## src/rtl/rand_draw_arbiter_pkg.sv

```systemverilog
// Shared definitions for the random-draw arbiter: FSM encoding and LFSR constants.
package rand_draw_arbiter_pkg;

   localparam int unsigned LFSR_W = 20;
   localparam int unsigned TAP_HI = 19;
   localparam int unsigned TAP_LO = 16;
   localparam logic [LFSR_W-1:0] LFSR_ONES = 20'hFFFFF;
   localparam int unsigned SHIFTS_PER_STEP = 8;

   typedef enum logic [1:0] {
      StIdle = 2'd0,
      StDraw = 2'd1,
      StResp = 2'd2,
      StLoad = 2'd3
   } state_e;

   // One Fibonacci shift of x^20 + x^17 + 1, shifting left.
   function automatic logic [LFSR_W-1:0] lfsr_shift(input logic [LFSR_W-1:0] l);
      return {l[LFSR_W-2:0], l[TAP_HI] ^ l[TAP_LO]};
   endfunction

endpackage

```

## src/rtl/rng_lfsr20_step8.sv

```systemverilog
// 20-bit LFSR register advancing eight shifts per step; a load overrides a step.
module rng_lfsr20_step8
   import rand_draw_arbiter_pkg::*;
#(
   parameter int unsigned OUT_W = 8
) (
   input  logic              clk,
   input  logic              rst,
   input  logic              load,
   input  logic [LFSR_W-1:0] load_val,
   input  logic              step,
   output logic [OUT_W-1:0]  value
);

   logic [LFSR_W-1:0] lfsr_q;
   logic [LFSR_W-1:0] lfsr_d;
   logic [LFSR_W-1:0] stepped;

   always_comb begin
      stepped = lfsr_q;
      for (int unsigned i = 0; i < SHIFTS_PER_STEP; i++) begin
         stepped = lfsr_shift(stepped);
      end
   end

   always_comb begin
      lfsr_d = lfsr_q;
      if (load) begin
         lfsr_d = load_val;
      end else if (step) begin
         lfsr_d = stepped;
      end
   end

   always_ff @(posedge clk or negedge rst) begin
      if (!rst) begin
         lfsr_q <= LFSR_ONES;
      end else begin
         lfsr_q <= lfsr_d;
      end
   end

   assign value = lfsr_q[OUT_W-1:0];

endmodule

```

## src/rtl/rand_draw_arbiter.sv

```systemverilog
// Round-robin arbiter sharing one LFSR among requesters, with bounded draws via
// rejection sampling and deferred reseeding.
module rand_draw_arbiter
   import rand_draw_arbiter_pkg::*;
#(
   parameter int unsigned NREQ    = 6,
   parameter int unsigned DATA_W  = 8,
   parameter int unsigned MAX_TRY = 4
) (
   input  logic                   clk,
   input  logic                   rst,
   input  logic [NREQ-1:0]        req,
   input  logic [NREQ*DATA_W-1:0] req_limit,
   output logic [NREQ-1:0]        rsp_valid,
   input  logic [NREQ-1:0]        rsp_ready,
   output logic [DATA_W-1:0]      rsp_data,
   output logic                   rsp_fallback,
   input  logic                   reseed_req,
   input  logic [LFSR_W-1:0]      seed,
   output logic                   reseed_done,
   output logic                   busy
);

   localparam int unsigned ID_W = $clog2(NREQ);

   state_e              state_q, state_d;
   logic [ID_W-1:0]     gnt_q, gnt_d;
   logic [ID_W-1:0]     rr_ptr_q, rr_ptr_d;
   logic [DATA_W-1:0]   lim_q, lim_d;
   logic [3:0]          try_cnt_q, try_cnt_d;
   logic [DATA_W-1:0]   data_q, data_d;
   logic                fallback_q, fallback_d;
   logic [LFSR_W-1:0]   seed_q, seed_d;
   logic                reseed_pend_q, reseed_pend_d;

   logic                lfsr_load;
   logic                lfsr_step;
   logic [LFSR_W-1:0]   load_val;
   logic [DATA_W-1:0]   cand;

   logic [DATA_W-1:0]   limits [NREQ];
   logic                win_found;
   logic [ID_W-1:0]     win_id;
   logic [ID_W-1:0]     scan_id;
   int unsigned         scan_idx;

   for (genvar g = 0; g < NREQ; g++) begin : g_limits
      assign limits[g] = req_limit[g*DATA_W +: DATA_W];
   end

   rng_lfsr20_step8 #(
      .OUT_W (DATA_W)
   ) u_lfsr (
      .clk      (clk),
      .rst      (rst),
      .load     (lfsr_load),
      .load_val (load_val),
      .step     (lfsr_step),
      .value    (cand)
   );

   // An all-zero LFSR would lock up, so a zero seed is remapped.
   assign load_val = (seed_q == '0) ? LFSR_ONES : seed_q;

   // First requester at or after rr_ptr, wrapping.
   always_comb begin
      win_found = 1'b0;
      win_id    = '0;
      scan_idx  = 0;
      scan_id   = '0;
      for (int unsigned i = 0; i < NREQ; i++) begin
         scan_idx = 32'(rr_ptr_q) + i;
         if (scan_idx >= NREQ) begin
            scan_idx = scan_idx - NREQ;
         end
         scan_id = scan_idx[ID_W-1:0];
         if (!win_found && req[scan_id]) begin
            win_found = 1'b1;
            win_id    = scan_id;
         end
      end
   end

   // A new pulse in the LOAD cycle stays pending so it is not lost.
   always_comb begin
      seed_d        = reseed_req ? seed : seed_q;
      reseed_pend_d = reseed_req | (reseed_pend_q & (state_q != StLoad));
   end

   always_comb begin
      state_d     = state_q;
      gnt_d       = gnt_q;
      rr_ptr_d    = rr_ptr_q;
      lim_d       = lim_q;
      try_cnt_d   = try_cnt_q;
      data_d      = data_q;
      fallback_d  = fallback_q;
      lfsr_load   = 1'b0;
      lfsr_step   = 1'b0;
      reseed_done = 1'b0;
      unique case (state_q)
         StIdle: begin
            if (reseed_pend_q) begin
               state_d = StLoad;
            end else if (win_found) begin
               gnt_d     = win_id;
               lim_d     = limits[win_id];
               lfsr_step = 1'b1;
               try_cnt_d = '0;
               state_d   = StDraw;
            end
         end
         StDraw: begin
            if ((lim_q == '0) || (cand < lim_q)) begin
               data_d     = cand;
               fallback_d = 1'b0;
               state_d    = StResp;
            end else if (try_cnt_q == 4'(MAX_TRY - 1)) begin
               data_d     = '0;
               fallback_d = 1'b1;
               state_d    = StResp;
            end else begin
               lfsr_step = 1'b1;
               try_cnt_d = try_cnt_q + 4'd1;
            end
         end
         StResp: begin
            if (rsp_ready[gnt_q]) begin
               rr_ptr_d = (gnt_q == ID_W'(NREQ - 1)) ? '0 : gnt_q + 1'b1;
               state_d  = StIdle;
            end
         end
         StLoad: begin
            lfsr_load   = 1'b1;
            reseed_done = 1'b1;
            state_d     = StIdle;
         end
         default: state_d = StIdle;
      endcase
   end

   always_ff @(posedge clk or negedge rst) begin
      if (!rst) begin
         state_q       <= StIdle;
         gnt_q         <= '0;
         rr_ptr_q      <= '0;
         lim_q         <= '0;
         try_cnt_q     <= '0;
         data_q        <= '0;
         fallback_q    <= 1'b0;
         seed_q        <= '0;
         reseed_pend_q <= 1'b0;
      end else begin
         state_q       <= state_d;
         gnt_q         <= gnt_d;
         rr_ptr_q      <= rr_ptr_d;
         lim_q         <= lim_d;
         try_cnt_q     <= try_cnt_d;
         data_q        <= data_d;
         fallback_q    <= fallback_d;
         seed_q        <= seed_d;
         reseed_pend_q <= reseed_pend_d;
      end
   end

   assign rsp_valid    = (state_q == StResp) ? (NREQ'(1) << gnt_q) : '0;
   assign rsp_data     = data_q;
   assign rsp_fallback = fallback_q;
   assign busy         = (state_q != StIdle);

endmodule

```

## config.mk

```make
export PLATFORM = sky130hd
export DESIGN_NAME = rand_draw_arbiter
export DESIGN_NICKNAME = d
export VERILOG_FILES = /design/src/rtl/rand_draw_arbiter_pkg.sv /design/src/rtl/rng_lfsr20_step8.sv /design/src/rtl/rand_draw_arbiter.sv
export SDC_FILE = /design/constraint.sdc
export NUM_CORES = 1
export LEC_CHECK = 0
export BUFFER_PORTS_ARGS = -buffer_cell sky130_fd_sc_hd__buf_2
export CAP_MARGIN = 20
export CORE_MARGIN = 1
export CORE_UTILIZATION = 40
export DETAILED_ROUTE_END_ITERATION = 10
export GPL_TIMING_DRIVEN = 0
export HOLD_SLACK_MARGIN = 0.02
export MAX_ROUTING_LAYER = met4
export SYNTH_ARGS = -nofsm -noshare
export SYNTH_HDL_FRONTEND = slang
export SYNTH_HIERARCHICAL = 1
export SYNTH_SLANG_ARGS = --single-unit
export TNS_END_PERCENT = 30
```

## constraint.sdc

```tcl
create_clock -name clk -period 9.1 [get_ports clk]
set_input_delay 0.455 -clock clk [delete_from_list [all_inputs] [get_ports clk]]
set_output_delay 0.455 -clock clk [all_outputs]
set_load 0.05 [all_outputs]
```

[Word level (Yosys, flattened, before mapping)]
Cells that the tools add are included.
W data, S select, Z words.
Operators by class
  reduce and logical (&&, ||, !) cells: 23
  bitwise gates (word level): 12
  add/sub/neg operators: 13
  equality and inequality tests: 13
  order comparisons: 15
  shifts and indexed selects: 1
  multiplexer cells: 61
Operators with widths (count)
  $mux W20: 3
  $mux W3: 13
  $mux W8: 4
  $lt A3 B4 Y1 const B: 7
  $bmux W8 S3: 1
  $bmux W1 S3: 7
  $ge A4 B3 Y1 const B: 5
  $logic_not A20 Y1: 1
  $mux W1: 20
  $sub A3 B3 Y3 const B: 6
  $mux W4: 4
  $ne A2 B2 Y1 const B: 6
  $mux W2: 5
  $add A3 B2 Y4 const B: 2
  $add A3 B3 Y4 const B: 2
  $logic_not A8 Y1: 1
  $lt A8 B8 Y1: 1
  $pmux W2 S4: 1
  $pmux W4 S2: 1
  $reduce_bool A2 Y1: 4
  $xor A1 B1 Y1: 8
  $mux W6: 1
  $ne A3 B3 Y1 const B: 2
  $reduce_and A3 Y1: 2
  other kinds (21): 31
Storage, ports and cells
  input bits: 83
  bits in registers: 70
  output and inout port bits: 17

[Logic depth before layout (Yosys ltp)]
  depth in word-level cells: 25
  gate-level depth with buffers: 17
  depth with buffers taken out: 12

[Cells and area by module]
The synthesis kept the hierarchy.
Modules (own cells, without submodules)
  rand_draw_arbiter: seq. area each 1251.2 um^2, area an instance 3896.2 um^2, instances 1, cells an instance 409
  rng_lfsr20_step8: seq. area each 525.5 um^2, area an instance 1139.8 um^2, instances 1, cells an instance 104

[Worst setup path before layout]
OpenSTA, ideal clock, no wires.
  path kind: register to register
  start point: register rr_ptr_q[0]
  end point: register lim_q[0]
  slack: 4951 ps
  cell stages (with the launch flop): 16
  data arrival time: 4018 ps
  path through: dfrtp_1 buf_2 buf_2 inv_1 ha_1 nor2b_1 or4_4 and4b_4 or3_4 or4b_4 buf_6 a32oi_4 buf_6 mux2_2 o211ai_1 o211ai_2
On the way
  word-level cells in the longest chain between the ends: 24
  elaborated cells between the ends (all ways): 62
Ends and longest elaborated chain
  from (decl): RTL line rand_draw_arbiter.sv:28  | logic [ID_W-1:0] rr_ptr_q, rr_ptr_d;
  from (signal assigned): RTL line rand_draw_arbiter.sv:156  | rr_ptr_q <= rr_ptr_d;
  parallel branches: the longest is 24 deep, another holds $add A3 B1 Y4
  to (signal assigned): RTL line rand_draw_arbiter.sv:157  | lim_q <= lim_d;
  to (decl): RTL line rand_draw_arbiter.sv:29  | logic [DATA_W-1:0] lim_q, lim_d;
Several ways; the timed one is not identified. The select of a mux whose other input is x is not followed.
A chain may end at the register's enable or synchronous reset.

[Worst setup path after layout]
Same ends and word-level chain as after synthesis.

==> reports/metrics.yaml <==
status: "finished, final reports clean"
synth_top_area_share_pct: 24.84
hold_class: "in -> async"
p_clk_share_pct: 14.8
route.vias.total: 4146
clockBufferDepth: 2
synth_fp_nets: 613
via_per_inst: 5.209
seqPwrFrac_pct: 21.7
crit_required_ns: 9.31
synth_largest_area_cell: "dfrtp_1"
fin_ws_ns: 4.328
skew_ns: 0.007691
synth_simple_gate_area_share_pct: 17.96
syn_inst: 513
final_nets: 723
fin_crit_sh_pct: 52.44
rows: 40
first_pass_iters: 4
cp.arrival_ns: 4.98
pwr-share-comb_pct: 63.5
synth_edf_count: 0
cts_setup_buffers: 0
clock-sinks: 70
timing.max_cap.violations: 0
antenna_left: 0
finalSetupTns_ns: 0
portBuffers: 99
grt_pass1_wl_mm: 19.45
setup_viol_count_final: 0
slew_violations: 0
seq_area_frac_synth_pct: 35.28
grt_antenna_before_repair: 0
postCtsHoldBufs: 0
ys_ff_latch: 70
clk_pin_slew_ns: 0.06
async_flop_share_pct: 100.0
cts_root_buf: "clkbuf_16"
ios: 100
power_switching_mw: 1.157
peakVddDrop_v: 0.0001352
synthMuxAreaShare_pct: 18.56
routabilityCongestion: 0.8441
syn_to_final_growth_pct: 20.67
finalHoldViolCount: 0
powerDensity_nw_per_um2: 431.3
yosys.area_share.adder_pct: 4.224
overflow: 0
fmax_mhz: 209.5
netlist_area_um2: 5036
period_minus_slack_ns: 4.772
cp-end-kind: "flip-flop"
slew_headroom_pct: 40.90
drc: 0
die-area_um2: 13040
drive_gt1_share_pct: 38.22
pre_cts_ws_ns: 4.424
drtIter0Drc: 161
cts_buffers: 9
synth_cell_type_count: 63
dp_hpwl_mm: 9.188
htreeDepth: 3
synth_top_family_by_area: "multiplexers"
p_leak_nw: 2.784
drt_wl_total_mm: 11.77
yosys_warnings: 6
die_h_um: 114.2
clkLatencyLatePin_ns: 0.33
ys.flop_type: "dfrtp_1"
intPower_mw: 1.464
ys_top_cells_by_area: "dfrtp_1 (25%), dfstp_2 (10%), mux2i_1 (9.5%)"
synth-compound-area-share_pct: 15.08
grt_pass1_vias: 4096
fp.dieW_um: 114.2
globalRouteTotalUtil_pct: 19.42
cts_tree: "built"
switching_share_pct: 44.14
diodes: 0
worstPathMaxFanout: 10
worstSetupPathType: "reg -> reg"
start_kind: "flip-flop"
cts_resized: 0
wl_per_cell_um: 14.79
rsz0062_at_grt: "false"
grt_start_max_net_pins: 71
initial_core_util_pct: 41.41
syn_area_per_cell_um2: 9.817
synth_xor_area_share_pct: 2.435
core_um2: 12160
worst_pin_slew_ns: 0.8866
==> cell type report <==
class | count | area (um^2)
Clock inverter | 6 | 93.84
Fill cell | 1151 | 6085
Clock buffer | 10 | 239.0
Multi-Input combinational cell | 383 | 2934
Timing Repair Buffer | 99 | 498.0
Inverter | 25 | 93.84
Buffer | 35 | 231.5
Tap cell | 168 | 210.2
Sequential cell | 70 | 1777
==> cells in the final DEF, fill, tap and decap left out, types with 9 or more instances in the layout <==
| cell type | netlist | layout |
|---|---|---|
| nand2_1 | 57 | 57 |
| mux2_2 | 37 | 37 |
| nor3_1 | 9 | 9 |
| clkbuf_1 | 12 | 12 |
| a21oi_1 | 14 | 14 |
| buf_2 | 7 | 105 |
| mux2i_1 | 48 | 48 |
| nor4_1 | 10 | 10 |
| nand3_1 | 9 | 9 |
| or2_2 | 21 | 21 |
| clkbuf_16 | 0 | 9 |
| dfstp_2 | 20 | 20 |
| buf_4 | 8 | 9 |
| xnor2_1 | 12 | 12 |
| inv_1 | 25 | 25 |
| or3b_1 | 9 | 9 |
| ha_1 | 17 | 17 |
| nor2_1 | 14 | 14 |
| o21ai_0 | 22 | 22 |
| o211ai_1 | 11 | 11 |
| dfrtp_1 | 50 | 50 |
| o211ai_2 | 15 | 15 |
==> Yosys cell counts, drive strengths merged (4+ instances only) <==
cell type and n:
nor2 14, clkbuf 12, xnor2 12, o21ai 22
dfstp 20, dfrtp 50, mux2i 48, nand2b 8
nor2b 7, nor4 10, or2 22, nand2 57
nand3 9, a21oi 14, inv 25, mux2 38
o211ai 26, a21o 7, ha 17, a31oi 5
or3b 9, nor3 9, or3 4, buf 23
or4 5
==> per-layer routing <==
metal | vias up | part of all wire [%] | track usage (%)
met2 | 106 | 48 | 33.21
met5 | - | 0 | -
met1 | 1968 | 46 | 23.51
met4 | 0 | 1.6 | 4.935
met3 | 17 | 4.5 | 3.759
li1 | 2055 | - | -
==> critical path, cell delays in order (launching register included) <==
cell,delay (ns)
dfrtp_1,0.40
buf_2,0.26
buf_2,0.30
inv_1,0.13
ha_1,0.30
clkbuf_1,0.29
clkbuf_1,0.41
o21ai_0,0.19
and2_1,0.21
a311oi_1,0.51
nand4_1,0.33
a32oi_4,0.50
buf_6,0.22
mux2_2,0.36
o211ai_1,0.12
o211ai_2,0.12
==> worst paths after layout <==
kind | start | slack, ns | depth (start not counted) | endpoint
hold / removal | rst | 0.22 | 1 | seed_q[5]$_DFFE_PN0P_
hold reg to reg | try_cnt_q[0]$_DFFE_PN0P_ | 0.51 | 1 | try_cnt_q[0]$_DFFE_PN0P_
setup reg to reg | rr_ptr_q[0]$_DFFE_PN0P_ | 4.33 | 15 | lim_q[0]$_DFFE_PN0P_
setup / recovery | rr_ptr_q[0]$_DFFE_PN0P_ | 4.33 | 15 | lim_q[0]$_DFFE_PN0P_
min in group clk | seed[11] | 0.35 | 2 | seed_q[11]$_DFFE_PN0P_
max in group asynchronous | rst | 8.27 | 1 | rsp_data[4]$_DFFE_PN0P_
==> cells by family (layout without fill, tap and decap cells) <==
| logic type | after synthesis | after routing |
|---|---|---|
| multiplexers | 87 | 87 |
| flip-flops | 70 | 70 |
| adder cells (fa/ha/maj) | 17 | 17 |
| XOR/XNOR | 14 | 14 |
| buffers and inverters | 60 | 175 |
| AO/OA/AOI/OAI | 98 | 98 |
| AND/OR/NAND/NOR | 167 | 167 |
==> sequential cells by signal, summed over array words and instances (netlist names) <==
name	flops
rsp_data	8
gnt_q	3
rsp_fallback	1
rr_ptr_q	3
try_cnt_q	4
state_q	2
lim_q	8
reseed_pend_q	1
seed_q	20
u_lfsr/lfsr_q	20
==> power groups by stage <==
stage / Sequential, mW / Clock, mW / Combinational, mW
floorplan: 0.595 / 0 / 1.30
global placement: 0.568 / 0 / 1.63
detailed placement: 0.575 / 0 / 1.67
CTS: 0.571 / 0.396 / 1.67
global route: 0.586 / 0.411 / 1.82
finish: 0.570 / 0.387 / 1.66
==> stage by stage <==
| stage | power, mW | hold slack [ns] | utilization (%) | std cells | area, um^2 |
|---|---|---|---|---|---|
| 4_1_cts | 2.640 | 0.2814 | 49.97 | 796 | 6077 |
| 5_1_grt | 2.819 | 0.3098 | 49.97 | 796 | 6077 |
| 6_report | 2.621 | 0.2180 | 49.97 | 796 | 6077 |
| 3_3_place_gp | 2.201 | 0.4945 | 47.21 | 780 | 5742 |
| 2_1_floorplan | 1.895 | 0.1594 | - | 513 | 5036 |
| 3_5_place_dp | 2.240 | 0.5030 | 47.23 | 780 | 5744 |
No activity file was read; power rests on OpenSTA's default activity.
